--- src/rtl/lc3b_types.sv ---
// Shared types and constants for the LC-3b L1 cache datapath and controller.
// Latency: n/a (types only).
// Backpressure: n/a (types only).
package lc3b_types;

    // Set index for an 8-set cache and one 128-bit cache line / pmem burst.
    typedef logic [2:0]   lc3b_set;
    typedef logic [127:0] lc3b_burst;

    // Cache controller states.
    typedef enum logic [1:0] {
        IDLE      = 2'd0,
        WRITEBACK = 2'd1,
        ALLOCATE  = 2'd2
    } cache_state_t;

    // Data array write-source select.
    localparam logic DSEL_CPU     = 1'b0;  // CPU-merged line (write hit)
    localparam logic DSEL_PMEM    = 1'b1;  // incoming pmem burst (fill)

    // pmem address select.
    localparam logic PADDR_CPU    = 1'b0;  // CPU tag:set (allocate)
    localparam logic PADDR_VICTIM = 1'b1;  // victim tag:set (writeback)

endpackage

--- src/rtl/lru_array.sv ---
// Per-set LRU bit store: one bit per set naming the way to evict next.
// Latency: combinational read at idx_i; write takes effect at the next clk edge.
// Backpressure: none; a write is accepted every cycle we_i is high.
//
// Ports:
//   clk, rst   - clock and asynchronous active-high reset (clears every bit)
//   we_i       - write enable for the entry at idx_i
//   idx_i      - set index for both read and write
//   wdata_i    - new LRU bit
//   rdata_o    - current LRU bit at idx_i
module lru_array
    import lc3b_types::*;
#(
    parameter int NUM_SETS = 8
) (
    input  logic    clk,
    input  logic    rst,
    input  logic    we_i,
    input  lc3b_set idx_i,
    input  logic    wdata_i,
    output logic    rdata_o
);

    logic [NUM_SETS-1:0] lru_bits_q;
    logic [NUM_SETS-1:0] lru_bits_d;

    always_comb begin
        lru_bits_d = lru_bits_q;
        if (we_i) begin
            lru_bits_d[idx_i] = wdata_i;
        end
    end

    always_ff @(posedge clk or posedge rst) begin
        if (rst) begin
            lru_bits_q <= '0;
        end else begin
            lru_bits_q <= lru_bits_d;
        end
    end

    assign rdata_o = lru_bits_q[idx_i];

endmodule

--- src/rtl/cache_control.sv ---
// Controller for the 2-way set-associative L1: hit handling, victim writeback, line allocate.
// Latency: hits complete in the request cycle; a miss completes one cycle after the last pmem_resp.
// Backpressure: CPU request is held until mem_resp; pmem strobes are held until pmem_resp.
//
// Ports:
//   clk, rst                 - clock, asynchronous active-high reset
//   mem_read/mem_write       - CPU request (write wins if both); mem_resp completes it
//   set                      - set index of the request, stable while a request is up
//   tag0_hit/tag1_hit        - valid-qualified tag matches (way0 wins if both)
//   valid0/1, dirty0/1       - status bits of both ways at set
//   lru                      - victim way at set
//   data_load/data_sel       - data array write strobe and write source
//   tag_load/valid_set       - load CPU tag / set valid in the victim way
//   dirty_set/dirty_clear    - set dirty in the hit way / clear dirty in the victim way
//   pmem_read/pmem_write     - pmem burst requests; pmem_resp ends a burst
//   pmem_addr_sel            - pmem address source (CPU tag:set or victim tag:set)
module cache_control
    import lc3b_types::*;
#(
    parameter int NUM_SETS = 8
) (
    input  logic    clk,
    input  logic    rst,
    input  logic    mem_read,
    input  logic    mem_write,
    output logic    mem_resp,
    input  lc3b_set set,
    input  logic    tag0_hit,
    input  logic    tag1_hit,
    input  logic    valid0,
    input  logic    valid1,
    input  logic    dirty0,
    input  logic    dirty1,
    output logic    lru,
    output logic    data_load,
    output logic    data_sel,
    output logic    tag_load,
    output logic    valid_set,
    output logic    dirty_set,
    output logic    dirty_clear,
    output logic    pmem_read,
    output logic    pmem_write,
    input  logic    pmem_resp,
    output logic    pmem_addr_sel
);

    cache_state_t state_q;
    cache_state_t state_d;

    logic req;
    logic hit;
    logic victim_valid;
    logic victim_dirty;
    logic lru_we;
    logic lru_wdata;

    assign req = mem_read | mem_write;
    assign hit = tag0_hit | tag1_hit;

    // Status of the way the LRU bit currently names as victim.
    assign victim_valid = lru ? valid1 : valid0;
    assign victim_dirty = lru ? dirty1 : dirty0;

    // A hit on way0 makes way1 the next victim and vice versa; way0 takes
    // priority if both tags report a match.
    assign lru_wdata = tag0_hit ? 1'b1 : 1'b0;

    lru_array #(
        .NUM_SETS (NUM_SETS)
    ) u_lru_array (
        .clk     (clk),
        .rst     (rst),
        .we_i    (lru_we),
        .idx_i   (set),
        .wdata_i (lru_wdata),
        .rdata_o (lru)
    );

    always_comb begin
        state_d       = state_q;
        mem_resp      = 1'b0;
        data_load     = 1'b0;
        data_sel      = DSEL_CPU;
        tag_load      = 1'b0;
        valid_set     = 1'b0;
        dirty_set     = 1'b0;
        dirty_clear   = 1'b0;
        pmem_read     = 1'b0;
        pmem_write    = 1'b0;
        pmem_addr_sel = PADDR_CPU;
        lru_we        = 1'b0;

        // Strobes stay quiet for the whole time reset is held, even though
        // the state register already sits in IDLE.
        if (!rst) begin
            unique case (state_q)
                IDLE: begin
                    if (req && hit) begin
                        mem_resp = 1'b1;
                        lru_we   = 1'b1;
                        if (mem_write) begin
                            data_load = 1'b1;
                            data_sel  = DSEL_CPU;
                            dirty_set = 1'b1;
                        end
                    end else if (req) begin
                        // Only a valid and dirty victim needs writing back.
                        if (victim_valid && victim_dirty) begin
                            state_d = WRITEBACK;
                        end else begin
                            state_d = ALLOCATE;
                        end
                    end
                    // pmem_resp arriving here is stray and ignored.
                end

                WRITEBACK: begin
                    pmem_write    = 1'b1;
                    pmem_addr_sel = PADDR_VICTIM;
                    if (pmem_resp) begin
                        dirty_clear = 1'b1;
                        state_d     = ALLOCATE;
                    end
                end

                ALLOCATE: begin
                    // Runs to completion even if the CPU drops its request.
                    pmem_read     = 1'b1;
                    pmem_addr_sel = PADDR_CPU;
                    if (pmem_resp) begin
                        data_load   = 1'b1;
                        data_sel    = DSEL_PMEM;
                        tag_load    = 1'b1;
                        valid_set   = 1'b1;
                        dirty_clear = 1'b1;
                        // The next IDLE cycle hits on the new line, completes
                        // the request and updates the LRU bit.
                        state_d     = IDLE;
                    end
                end

                default: begin
                    state_d = IDLE;
                end
            endcase
        end
    end

    always_ff @(posedge clk or posedge rst) begin
        if (rst) begin
            state_q <= IDLE;
        end else begin
            state_q <= state_d;
        end
    end

endmodule

--- config.mk ---
export PLATFORM = sky130hd
export DESIGN_NAME = cache_control
export DESIGN_NICKNAME = d
export VERILOG_FILES = /design/src/rtl/lc3b_types.sv /design/src/rtl/lru_array.sv /design/src/rtl/cache_control.sv
export SDC_FILE = /design/constraint.sdc
export NUM_CORES = 1
export LEC_CHECK = 0
export ABC_AREA = 1
export CAP_MARGIN = 10
export CORE_AREA = 2 2 39 41
export DETAILED_ROUTE_END_ITERATION = 8
export DIE_AREA = 0 0 41 43
export DONT_BUFFER_PORTS = 1
export MAX_ROUTING_LAYER = met4
export PLACE_DENSITY = 0.82
export SLEW_MARGIN = 20
export SYNTH_ARGS = -nofsm -noshare
export SYNTH_HDL_FRONTEND = slang
export SYNTH_SLANG_ARGS = --single-unit
--- constraint.sdc ---
create_clock -name clk -period 2.6 [get_ports clk]
set_input_delay 0.52 -clock clk [delete_from_list [all_inputs] [get_ports clk]]
set_output_delay 0.52 -clock clk [all_outputs]
set_load 0.005 [all_outputs]
==> results.py <==
metrics = {
    "worst_setup_path": {
        "crit_family": "flip-flops",
        "arrival_ns": 1.36,
        "path_cells": "inv_1 -> ha_1 -> nand4_4 -> o22ai_1",
        "r2r_cells": 7,
        "cp_slowest_cell": "dfrtp_1",
        "critical_path.max_stage_delay_ns": 0.40,
        "cp-start-kind": "register",
        "rrSetupSlack_ns": 1.18,
        "crit_required_ns": 2.08,
        "crit_cells": 4,
        "crit_type": "register to primary output",
        "crit_buf_inv": 1,
        "cp_max_fo": 5,
        "end_kind": "primary output",
    },
    "die": {
        "core_area_sq_um": 1380,
        "die_width_um": 41,
        "fp-row-count": 14,
        "dieArea_sq_um": 1760,
        "initial_core_util_pct": 56.1,
        "io_pins": 25,
        "die_h_um": 43,
    },
    "cells_and_area": {
        "final_cells": 136,
        "num_antenna_cells": 0,
        "nets": 138,
        "syn2layout_area_growth_pct": 5.32,
        "drive_gt1_share_pct": 12.5,
        "fillers": 130,
    },
    "timing": {
        "period_minus_slack_ns": 1.88,
        "slew_headroom_pct": 79.9,
        "final-setup-viol-count": 0,
        "skew_ns": 0.00546,
        "finalSetupTns_ns": 0,
        "worst_pin_slew_ns": 0.301,
        "fmax_mhz": 531,
        "period_share_pct": 72.4,
        "rsz0062_at_grt": "no",
        "slew_viol_final": 0,
        "hold_viol_final": 0,
    },
    "power_and_ir_drop": {
        "ir_drop_mv": 0.412,
        "p_seq_share_pct": 39.0,
        "comb_power_share_pct": 39.5,
        "switching_share_pct": 39.5,
        "power_density_nw_per_um2": 834,
        "clockPowerShare_pct": 21.5,
        "p_leak_uw": 0.000444,
        "p_int_uw": 412,
        "p_switching_uw": 269,
    },
    "route": {
        "drtIter0Drc": 17,
        "viasPerCell": 5.13,
        "vias": 698,
        "wirelength_mm": 1.63,
        "routedWlPerCell_um": 11.9,
        "route.detailed.drc": 0,
        "antenna_left": 0,
        "drt_pass1_iterations": 4,
    },
    "synthesis": {
        "ys_ff_latch": 10,
        "yosysUniqueCellTypes": 18,
        "ys_warn_count": 0,
        "ys_seq_area_share_pct": 32.3,
        "syn_avg_cell_area_sq_um": 6.57,
        "synth_area_sq_um": 776,
        "postSynthNetCount": 135,
        "netlist_instances": 118,
    },
    "grt": {
        "antenna_found_initial": 0,
        "overflow": 0,
        "grt_max_degree": 14,
        "grt_pass1_vias": 643,
        "grt.total_usage_pct": 22.3,
        "grt_util_met3_pct": 4.71,
        "use_met1_pct": 23.3,
        "grt_pass1_wl_mm": 2.46,
        "use_met2_pct": 34.7,
        "top_usage_layer": "met2",
    },
    "clocking": {
        "cts_sinks": 10,
        "cts_setup_buffers": 0,
        "cts_root_buf": "clkbuf_4",
        "cts_hold_buf": 0,
        "clk_latency_ns": 0.28,
        "cts_resized": 0,
        "numCtsBuffers": 3,
        "clk_pin_slew_ns": 0.07,
        "cts_tree": "yes",
        "cts_max_level": 1,
        "clock_path_buffers": 2,
    },
    "flow_run": {
        "max_cap_violations": 0,
    },
    "min_path": {
        "hold_class": "input port to async pin",
    },
    "run_status": {
        "status": "finished clean",
    },
    "place": {
        "routabilityCongestion": 0.797,
        "hpwl_mm": 1.27,
        "numPlacedInstances": 132,
        "portBuffers": 0,
    },
}
==> worst register-to-register path: stages, from the launching register on <==
cell and delay (ns):
dfrtp_1 0.40, inv_1 0.08, ha_1 0.24, nand4_4 0.18
nor2_4 0.16, nand2_1 0.09, nand2_1 0.07, o21ai_0 0.08
==> path summary, 6_finish.rpt <==
check                                                             end                                   from
worst min register to register  u_lru_array.lru_bits_q[2]$_DFFE_PP0P_  u_lru_array.lru_bits_q[2]$_DFFE_PP0P_
max in group asynchronous       u_lru_array.lru_bits_q[2]$_DFFE_PP0P_                                    rst
worst max-delay path                                        data_load                 state_q[0]$_DFFE_PP0P_
worst max register to register  u_lru_array.lru_bits_q[6]$_DFFE_PP0P_                 state_q[0]$_DFFE_PP0P_
min in group clk                u_lru_array.lru_bits_q[0]$_DFFE_PP0P_                                 set[0]
worst min-delay path            u_lru_array.lru_bits_q[6]$_DFFE_PP0P_                                    rst
==> per-stage QoR <==
| stage | power [uW] | setup WS [ns] | utilization (%) | hold slack [ns] | area (sq um) |
|---|---|---|---|---|---|
| 2_1_floorplan | 486 | 0.893 | - | 0.408 | 776 |
| 3_3_place_gp | 518 | 0.950 | 56.4 | 0.418 | 781 |
| 3_5_place_dp | 537 | 0.923 | 56.4 | 0.416 | 781 |
| 4_1_cts | 683 | 0.690 | 59.0 | 0.119 | 817 |
| 5_1_grt | 749 | 0.621 | 59.0 | 0.133 | 817 |
| 6_report | 682 | 0.717 | 59.0 | 0.111 | 817 |
==> cell type report <==
class	count	area (sq um)	share of cell area (%)
Clock buffer	4	36.3	4.44
Inverter	26	97.6	11.9
Multi-Input combinational cell	79	405	49.6
Sequential cell	10	250	30.6
Tap cell	16	20.0	2.45
Timing Repair Buffer	1	7.51	0.919
==> flip-flops by register name, summed over array words and instances, names as in the netlist <==
register / cells
state_q: 2
u_lru_array.lru_bits_q: 8
==> cells in the mapped netlist (all sizes together) <==
cell / count / area (sq um)
nand2: 42 / 170
inv: 26 / 97.6
nor2: 12 / 60.1
dfrtp: 10 / 250
o21ai: 10 / 50.0
nand3: 8 / 45.0
buf: 3 / 22.5
ha: 3 / 37.5
nand4: 1 / 21.3
nor3b: 1 / 7.51
o21bai: 1 / 7.51
o22ai: 1 / 6.26
==> layer usage <==
| layer | vias up | share of wire, % |
|---|---|---|
| li1 | 355 | - |
| met1 | 305 | 39 |
| met2 | 31 | 52 |
| met3 | 7 | 6.2 |
| met4 | 0 | 3.3 |
| met5 | - | 0 |
==> layout by cell type (no fill, tap or decap) <==
| master | Yosys | routed |
|---|---|---|
| nand2_2 | 2 | 2 |
| nand3_2 | 1 | 1 |
| dfrtp_1 | 10 | 10 |
| o21bai_1 | 1 | 1 |
| nand3_1 | 7 | 7 |
| o21ai_1 | 1 | 1 |
| nor2_4 | 2 | 2 |
| nand4_4 | 1 | 1 |
| nor3b_1 | 1 | 1 |
| clkbuf_8 | 0 | 1 |
| o22ai_1 | 1 | 1 |
| nand2_1 | 39 | 39 |
| inv_2 | 3 | 3 |
| nand2_4 | 1 | 1 |
| ha_1 | 3 | 3 |
| inv_1 | 23 | 23 |
| o21ai_0 | 9 | 9 |
| clkbuf_4 | 0 | 3 |
| buf_4 | 3 | 1 |
| nor2_1 | 10 | 10 |
==> power by group through the flow <==
stage	clock, uW	sequential [uW]	combinational, uW
global route	156	273	320
finish	147	266	269
global placement	0	261	257
floorplan	0	255	231
detailed placement	0	267	270
CTS	148	264	271
==> logic make-up (layout without fill, tap and decap cells) <==
logic type,Yosys count,count (layout),share of synthesized area [%]
fa+ha+maj,3,3,4.84
compound gates,12,12,8.23
simple gates,64,64,39.2
buf+inv,29,31,15.5
flops,10,10,32.3
(Power assumes the default switching activity.)
==> RTL edit (config.mk and constraints unchanged) <==
`NUM_SETS` is set to 8 in 2 places; all go to 16.
--- a/src/rtl/lru_array.sv
+++ b/src/rtl/lru_array.sv
@@ -13,3 +13,3 @@
 #(
-    parameter int NUM_SETS = 8
+    parameter int NUM_SETS = 16
 ) (
--- a/src/rtl/cache_control.sv
+++ b/src/rtl/cache_control.sv
@@ -19,3 +19,3 @@
 #(
-    parameter int NUM_SETS = 8
+    parameter int NUM_SETS = 16
 ) (
Function: no difference found for any inputs over 10 cycles, from zero or initial values and one cycle with rst high; that may be too few to reach the edited logic, so the function may still have changed.
==> RTL edit against the original RTL <==
Combinational power is 7% lower. Worst setup slack worse by 0.019 ns. Synthesized area is 4.4% lower. Highest routed layer unchanged. Total power is 3.4% lower. Design area is 5.1% lower. Via count is 3.3% lower. Largest cell class unchanged. Routed wire length is 8.1% lower. Core utilization is 3.0 points lower. Register-to-register slack worse by 0.07 ns. Sequential cell count stayed put.
==> RTL edit: results (changes against the original RTL) <==
Leakage=0.436 nW (-1.9%); Clock Buffer Count=4 (unchanged); Seq area share=32.3% (+1.6 points); ClkCell Share=4.68% (+0.24 points); synth cell count leaders=nand2_1 (41), inv_1 (19), dfrtp_1 (10), nor2_1 (10), o21ai_1 (9); Final WS setup=0.698 ns (-0.0192 ns); Clk. pwr=0.144 mW; critical path launch point=state_q[1]; layout cells sized above 1=12.6% (+0.11 points); DRT iter0 DRCs=13 (-4); PwrDens=849 nW/um^2 (+1.7%); adder-cell share of the synthesized area=5.06% (+0.22 points); number of global-route vias before repair=625 (-2.8%); fillers=131 (+0.77%); vias per inst=5.00 (-2.6%); met1 Use GR=24.1% (+0.75 points); unique cell type count in the Yosys netlist=16 (-2); Compound-Gate Fraction of Synth Area=8.60% (+0.37 points); Buffers, non-clock=0 (-1); Synth Area in XOR/XNOR=0% (unchanged); reg-to-reg critical path endpoint=u_lru_array.lru_bits_q[5]; WL met1=646 microns (+2.9%); Num Clock Sinks=10 (unchanged); R2R setup slack=1.11 ns (-0.07 ns); status=complete, no violations; met3 Use GR=9.42% (+4.7 points); met2 WL=726 microns (-14%); global-route usage over all layers=22.4% (+0.13 points); GRT met2 Usage=33.4% (-1.3 points); Max VDD drop=0.000392 V (-4.8%); crit path DAT=1.38 ns (+0.02 ns); Num CTS Buffers=3 (unchanged); Post-synth ARST share=100% (unchanged); P_sw=0.250 mW (-7.0%); Routed WL=1490 microns (-8.1%); Max Root-Sink Buffers=2 (unchanged); pre-CTS worst setup slack=0.912 ns (-0.0114 ns); crit-path max cell delay=0.39 ns; met3 routed WL=85 microns (-16%); Slowest-stage cell, CP=dfrtp_1; nets=137 (-0.72%); Non-Clock Buffer Area Fraction=0% (-0.92 points); Yosys top cell area share=33.7% (+1.5 points); Slew headroom=78.5% (-1.4 points); placed inst area=739 sq um (-5.3%); sequential share of the synthesized area=33.7% (+1.5 points); Comb group=0.251 mW (-7%); post-DP HPWL=1160 microns (-8.4%); #MultiIn Comb=79 (unchanged); top area cells in the synthesized netlist=dfrtp_1 (34%), nand2_1 (21%), inv_1 (9.6%); FP Rows=14 (unchanged); post-synthesis mux area share=0% (unchanged); Buffers on Ports=0 (unchanged); global-route wire length before repair=2460 microns (unchanged); GP Congestion=0.823 (+3.2%); fraction of area in multi-input gates=47.9% (-1.7 points); clk_skew=0.00835 ns (+0.00289 ns)
-- RTL edit: cell counts after synthesis --
Identical to the original RTL, type by type.
-- RTL edit: per-stage QoR --
step	cells	hold WS (ns)	total power [mW]
2_1_floorplan	118	0.323	0.475
3_3_place_gp	131	0.346	0.505
3_5_place_dp	131	0.350	0.517
4_1_cts	135	0.0488	0.664
5_1_grt	135	0.0465	0.729
6_report	135	0.0494	0.658
-- RTL edit: worst max-delay path: cells and delay by family, from the launching register on --
family,cells,cell delay [ns]
buffers and inverters,1,0.10
AO/OA/AOI/OAI,1,0.21
AND/OR/NAND/NOR,1,0.20
adder cells (fa/ha/maj),1,0.21
flip-flops,1,0.39
-- RTL edit: cell families (layout without fill, tap and decap cells) --
group / count (synthesis) / after routing
AO/OA/AOI/OAI: 12 / 12
adder cells (fa/ha/maj): 3 / 3
buffers and inverters: 29 / 30
flip-flops: 10 / 10
AND/OR/NAND/NOR: 64 / 64
